<file path="src/rtl/bfly_pkg.sv">
// bfly_pkg: shared types and constants for the butterfly switch ingress path.
//   flit_type_e   : 2-bit flit type (IDLE/HEAD/BODY/TAIL)
//   flit_t        : packed flit {type, payload}; head payload[DEST_W-1:0] = destination port
//   IDLE_FLIT     : all-zero idle flit driven when nothing is sent
//   frame_state_e : ingress framing FSM states
package bfly_pkg;

    localparam int unsigned FLIT_W    = 18;
    localparam int unsigned TYPE_W    = 2;
    localparam int unsigned PAYLOAD_W = 16;
    localparam int unsigned DEST_W    = 6;

    typedef enum logic [TYPE_W-1:0] {
        IDLE = 2'b00,
        HEAD = 2'b01,
        BODY = 2'b10,
        TAIL = 2'b11
    } flit_type_e;

    typedef struct packed {
        flit_type_e             ftype;
        logic [PAYLOAD_W-1:0]   payload;
    } flit_t;

    localparam flit_t IDLE_FLIT = '{ftype: IDLE, payload: '0};

    typedef enum logic {
        EXPECT_HEAD = 1'b0,
        IN_PKT      = 1'b1
    } frame_state_e;

endpackage

</file>
<file path="src/rtl/bfly_fifo.sv">
// bfly_fifo: synchronous FIFO with wrap-bit pointers and registered full/empty flags.
// Ports:
//   clk, rst_n : clock, async active-low reset
//   push/wdata : write strobe and data (caller must not push when full)
//   pop        : read strobe (caller must not pop when empty)
//   rdata_c    : combinational head-of-queue data
//   full/empty : registered status flags
module bfly_fifo #(
    parameter int unsigned WIDTH = 18,
    parameter int unsigned DEPTH = 8
) (
    input  logic             clk,
    input  logic             rst_n,
    input  logic             push,
    input  logic [WIDTH-1:0] wdata,
    input  logic             pop,
    output logic [WIDTH-1:0] rdata_c,
    output logic             full,
    output logic             empty
);

    localparam int unsigned AW = $clog2(DEPTH);
    localparam int unsigned PW = AW + 1;

    logic [WIDTH-1:0] mem [DEPTH];
    logic [PW-1:0]    wptr, rptr;
    logic [PW-1:0]    wptr_nxt, rptr_nxt;

    assign wptr_nxt = wptr + PW'(push);
    assign rptr_nxt = rptr + PW'(pop);
    assign rdata_c  = mem[rptr[AW-1:0]];

    // Pointers and flags; flags derived from next pointers so they stay in step.
    always_ff @(posedge clk or negedge rst_n) begin
        if (!rst_n) begin
            wptr  <= '0;
            rptr  <= '0;
            full  <= 1'b0;
            empty <= 1'b1;
        end else begin
            wptr  <= wptr_nxt;
            rptr  <= rptr_nxt;
            full  <= (wptr_nxt[AW] != rptr_nxt[AW]) &&
                     (wptr_nxt[AW-1:0] == rptr_nxt[AW-1:0]);
            empty <= (wptr_nxt == rptr_nxt);
        end
    end

    // Storage array, no reset needed.
    always_ff @(posedge clk) begin
        if (push) begin
            mem[wptr[AW-1:0]] <= wdata;
        end
    end

endmodule

</file>
<file path="src/rtl/bfly_inject_buf.sv">
// bfly_inject_buf: per-port ingress buffer in front of one butterfly switch lane.
// Checks packet framing, buffers legal flits, and forwards them under credit flow control.
// Ports:
//   clk, rst_n : clock, async active-low reset
//   in_valid/in_flit/in_ready : endpoint valid/ready flit interface
//   credit_in  : one-cycle pulse, one downstream slot freed
//   out_ch     : registered flit to switch lane (idle when nothing sent)
//   proto_err  : sticky framing violation
//   cred_err   : sticky credit overflow
//   pkt_cnt    : transmitted tails; counts only when BFLY_INJ_STATS_EN is defined, else 0
module bfly_inject_buf
    import bfly_pkg::*;
#(
    parameter int unsigned CHANNEL_WIDTH = 18,
    parameter int unsigned DEPTH         = 8,
    parameter int unsigned CREDITS       = 4
) (
    input  logic                     clk,
    input  logic                     rst_n,
    input  logic                     in_valid,
    input  logic [CHANNEL_WIDTH-1:0] in_flit,
    output logic                     in_ready,
    input  logic                     credit_in,
    output logic [CHANNEL_WIDTH-1:0] out_ch,
    output logic                     proto_err,
    output logic                     cred_err,
    output logic [15:0]              pkt_cnt
);

    localparam int unsigned       CRED_W   = $clog2(CREDITS + 1);
    localparam logic [CRED_W-1:0] CRED_MAX = CRED_W'(CREDITS);

    flit_t             in_f;
    flit_t             fifo_rdata;
    frame_state_e      state, state_nxt;
    logic              accept, store, frame_err, push, send;
    logic              fifo_full, fifo_empty;
    logic [CRED_W-1:0] credit;

    assign in_f     = flit_t'(FLIT_W'(in_flit));
    assign in_ready = ~fifo_full;
    assign accept   = in_valid & in_ready;
    assign push     = accept & store;
    assign send     = ~fifo_empty & (credit != '0);

    // Framing state register.
    always_ff @(posedge clk or negedge rst_n) begin
        if (!rst_n) begin
            state <= EXPECT_HEAD;
        end else begin
            state <= state_nxt;
        end
    end

    // Framing next-state: decide store vs drop for each accepted flit.
    always_comb begin
        state_nxt = state;
        store     = 1'b0;
        frame_err = 1'b0;
        if (accept) begin
            unique case (in_f.ftype)
                IDLE: ;
                HEAD: begin
                    if (state == EXPECT_HEAD) begin
                        store     = 1'b1;
                        state_nxt = IN_PKT;
                    end else begin
                        frame_err = 1'b1;
                    end
                end
                BODY: begin
                    if (state == IN_PKT) begin
                        store = 1'b1;
                    end else begin
                        frame_err = 1'b1;
                    end
                end
                TAIL: begin
                    if (state == IN_PKT) begin
                        store     = 1'b1;
                        state_nxt = EXPECT_HEAD;
                    end else begin
                        frame_err = 1'b1;
                    end
                end
                default: ;
            endcase
        end
    end

    bfly_fifo #(
        .WIDTH (FLIT_W),
        .DEPTH (DEPTH)
    ) u_fifo (
        .clk     (clk),
        .rst_n   (rst_n),
        .push    (push),
        .wdata   (in_f),
        .pop     (send),
        .rdata_c (fifo_rdata),
        .full    (fifo_full),
        .empty   (fifo_empty)
    );

    // Lane output register and sticky framing error.
    always_ff @(posedge clk or negedge rst_n) begin
        if (!rst_n) begin
            out_ch    <= '0;
            proto_err <= 1'b0;
        end else begin
            out_ch    <= send ? CHANNEL_WIDTH'(fifo_rdata) : CHANNEL_WIDTH'(IDLE_FLIT);
            proto_err <= proto_err | frame_err;
        end
    end

    // Credit counter; a return at full credit is flagged and ignored.
    always_ff @(posedge clk or negedge rst_n) begin
        if (!rst_n) begin
            credit   <= CRED_MAX;
            cred_err <= 1'b0;
        end else begin
            unique case ({send, credit_in})
                2'b10: credit <= credit - CRED_W'(1);
                2'b01: begin
                    if (credit == CRED_MAX) begin
                        cred_err <= 1'b1;
                    end else begin
                        credit <= credit + CRED_W'(1);
                    end
                end
                default: ;
            endcase
        end
    end

`ifdef BFLY_INJ_STATS_EN
    logic [15:0] pkt_q;

    // Transmitted-tail counter, wraps naturally.
    always_ff @(posedge clk or negedge rst_n) begin
        if (!rst_n) begin
            pkt_q <= '0;
        end else if (send && (fifo_rdata.ftype == TAIL)) begin
            pkt_q <= pkt_q + 16'd1;
        end
    end

    assign pkt_cnt = pkt_q;
`else
    assign pkt_cnt = '0;
`endif

endmodule

</file>
<file path="config.mk">
export PLATFORM = sky130hd
export DESIGN_NAME = bfly_inject_buf
export DESIGN_NICKNAME = d
export VERILOG_FILES = /design/src/rtl/bfly_pkg.sv /design/src/rtl/bfly_fifo.sv /design/src/rtl/bfly_inject_buf.sv
export SDC_FILE = /design/constraint.sdc
export NUM_CORES = 1
export LEC_CHECK = 0
export CAP_MARGIN = 10
export CORE_ASPECT_RATIO = 0.75
export CORE_MARGIN = 3
export CORE_UTILIZATION = 50
export DETAILED_ROUTE_END_ITERATION = 8
export PLACE_DENSITY = 0.7
export SETUP_SLACK_MARGIN = 0.2
export SLEW_MARGIN = 20
export SYNTH_ARGS = -nofsm -noshare
export SYNTH_HDL_FRONTEND = slang
export SYNTH_SLANG_ARGS = --single-unit
</file>
<file path="constraint.sdc">
create_clock -name clk -period 3.53 [get_ports clk]
set_input_delay 0.5295 -clock clk [delete_from_list [all_inputs] [get_ports clk]]
set_output_delay 0.5295 -clock clk [all_outputs]
set_load 0.05 [all_outputs]
</file>
==> flow_summary.json <==
{
  "reg2reg_slack_ns": 1.10,
  "rows": 37,
  "die_y_um": 109.3,
  "max_freq_mhz": 394.1,
  "routed_wirelength_um": 12980,
  "core_um2": 13800,
  "slew_headroom": 0.2905,
  "yosys_warnings": 0,
  "synth-seq-cells": 178,
  "end_kind": "register",
  "nNetsFinal": 504,
  "cp-start-kind": "input port",
  "clk_pin_slew_ns": 0.07,
  "initial_utilization": 0.5151,
  "grt_usage": 0.1791,
  "critical_path_class": "in2reg",
  "p_per_area_nw_per_um2": 843.6,
  "synth-edff-count": 144,
  "hold_class": "in2async",
  "dpl.hpwl_um": 7828,
  "syn_avg_cell_area_um2": 17.38,
  "finalClockSkew_ns": 0.007509,
  "synth_area_um2": 7107,
  "stdcell_count": 664,
  "cp_data_arrival_time_ns": 2.88,
  "finalCriticalPeriod_ns": 2.537,
  "fillCellCount": 1035,
  "cts_setup_buffers": 0,
  "synth-async-reset-ratio": 0.1910,
  "die_w_um": 143.7,
  "synth_ff_type": "edfxtp_1",
  "grt_pass1_vias": 3623,
  "antennaDiodeCount": 0,
  "root_buffer": "clkbuf_16",
  "vdd_drop_max_mv": 0.4877,
  "grt_first_pass_wirelength_um": 20440,
  "stdcell_area_um2": 8314,
  "cts_tree": "built",
  "synth_area_leaders": "edfxtp_1 61%, dfrtp_1 11%, mux2i_1 10%",
  "drt_first_pass_iters": 4,
  "rsz0062_at_grt": "false",
  "synth_top_area_frac": 0.6085,
  "ios": 59,
  "cts-resized-gates": 0,
  "vias": 3607,
  "fin_crit_sh": 0.7188,
  "cp.required_ns": 3.87,
  "die_area_um2": 15700,
  "clockBufferDepth": 2,
  "htreeDepth": 4,
  "clock-sinks": 178,
  "avgRoutedWirePerCell_um": 19.54,
  "area_delta_synth_final_pct": 16.99,
  "hold_buffers": 0,
  "drv_cap": 0,
  "status": "completed",
  "grt_overflow_total": 0,
  "setup_viol": 0,
  "clk_latency_ns": 0.41,
  "gp_congestion": 0.6964,
  "worst_pin_slew_ns": 1.060,
  "ys_types": 38,
  "drtIter0Drc": 274,
  "ant_nets": 0,
  "hold_violations": 0,
  "ys_seq_area_frac": 0.7285,
  "whs_ns": 0.2339,
  "antenna_found_initial": 0,
  "placed_area_um2": 7727,
  "viasPerCell": 5.432,
  "slew_violations": 0,
  "critPathMaxFanout": 3,
  "cts_inserted_buffers": 17,
  "io_buffers": 42,
  "synth_cells": 409,
  "drive_above_1_share": 0.1677,
  "drc_errors": 0,
  "setup_tns_ns": 0,
  "leakagePower_nw": 3.143,
  "dp.cells": 633,
  "grt_start_max_net_pins": 35,
  "synth_largest_area_cell": "edfxtp_1"
}
## cell families (layout without fill, tap and decap cells)
group                    after synthesis  count (layout)  share of synthesized area
multiplexers                          73              73                     0.1028
adder cells (fa/ha/maj)                5               5                   0.009860
other                                  1              16                  0.0005277
AO/OA/AOI/OAI                         49              49                    0.06796
flip-flops                           178             178                     0.7285
buffers and inverters                 37             102                    0.04067
XOR/XNOR                               9               9                    0.01109
AND/OR/NAND/NOR                       57              57                    0.03856
## path summary, 6_finish.rpt
kind	startpoint	to	cells after the start
min	rst_n	credit[0]$_DFFE_PN0P_	1
max	in_flit[16]	u_fifo.full$_DFF_PN0_	9
max in group asynchronous	rst_n	u_fifo.rptr[1]$_DFF_PN0_	1
min in group clk	cred_err$_DFFE_PN0P_	cred_err$_DFFE_PN0P_	1
max reg2reg	credit[1]$_DFFE_PN0P_	u_fifo.full$_DFF_PN0_	9
min reg2reg	cred_err$_DFFE_PN0P_	cred_err$_DFFE_PN0P_	1
## critical path, cell delays in order
cell and delay, ns:
clkdlybuf4s50_1 0.53, or3b_1 0.38, a21oi_2 0.23, ha_1 0.21, ha_1 0.16, xor2_1 0.23
xor2_1 0.09, or3_1 0.39, nor2b_1 0.13
## routing by layer
metal	routed length, µm	part of all wire	vias to the layer above	GRT usage
met2	6076	0.47	91	0.2738
li1	-	-	1688	-
met5	0	0	-	0
met4	78	0.0060	0	0.05175
met1	6183	0.48	1820	0.2613
met3	637	0.049	8	0.03989
## cells in the final DEF (no fill, tap or decap), drive strengths merged
cell           netlist  layout
clkbuf               2      18
or3b                 1       1
edfxtp             144     144
a41o                 1       1
o21ai                6       6
o21bai               1       1
nand3                5       5
a221oi              18      18
inv                  4       8
xor2                 9       9
nor2b                6       6
mux2i               73      73
o311ai               1       1
dfstp                2       2
or3                  2       2
o32a                 1       1
clkdlybuf4s50        0      41
and2                 1       1
nand2               23      23
ha                   4       4
conb                 1      16
bufinv               0       3
a21oi                2       2
nand2b               5       5
nor3                 3       3
a2111oi              1       1
a22oi               18      18
nor2                11      11
fa                   1       1
buf                 31      26
clkinvlp             0       2
clkinv               0       4
dfrtp               32      32
## where the power goes
part	internal (W)	switching, W	total (W)
combinational	0.000924	0.00144	0.00236
clock	0.00111	0.000756	0.00187
sequential	0.00257	0.000217	0.00278
## cell type report
| type | count | area [µm²] | area share |
|---|---|---|---|
| sequential | 178 | 5181 | 0.6232 |
| multi-input combinational | 209 | 1709 | 0.2056 |
| timing repair buffer | 67 | 603.1 | 0.07254 |
| clock buffer | 18 | 429.2 | 0.05162 |
| tap | 175 | 219.0 | 0.02634 |
| clock inverter | 13 | 157.7 | 0.01896 |
| inverter | 4 | 15.01 | 0.001806 |
## Yosys cell counts (2+ instances only)
library cell / n
a221oi_1: 3
a221oi_2: 15
a22oi_1: 18
buf_2: 5
buf_4: 17
buf_6: 7
buf_8: 2
dfrtp_1: 32
dfstp_2: 2
edfxtp_1: 144
ha_1: 4
inv_1: 4
mux2i_1: 73
nand2_1: 22
nand2b_1: 4
nand3_1: 5
nor2_1: 9
nor2_2: 2
nor2b_1: 6
nor3_1: 3
o21ai_0: 6
or3_1: 2
xor2_1: 9
## through the flow
stage	setup slack, ns	total power [W]	utilization
floorplan	0.6432	0.004625	-
global placement	0.6437	0.005165	0.5601
detailed placement	0.5399	0.005212	0.5601
CTS	0.9699	0.007095	0.6027
global route	0.8528	0.007381	0.6027
finish	0.9926	0.007014	0.6027
## sequential cells by signal, indices dropped and copies added (netlist names)
signal	count
u_fifo.wptr	4
cred_err	1
credit	3
u_fifo.full	1
state	1
out_ch	18
u_fifo.mem	144
u_fifo.empty	1
proto_err	1
u_fifo.rptr	4
Power figures use the tool's default switching activity.
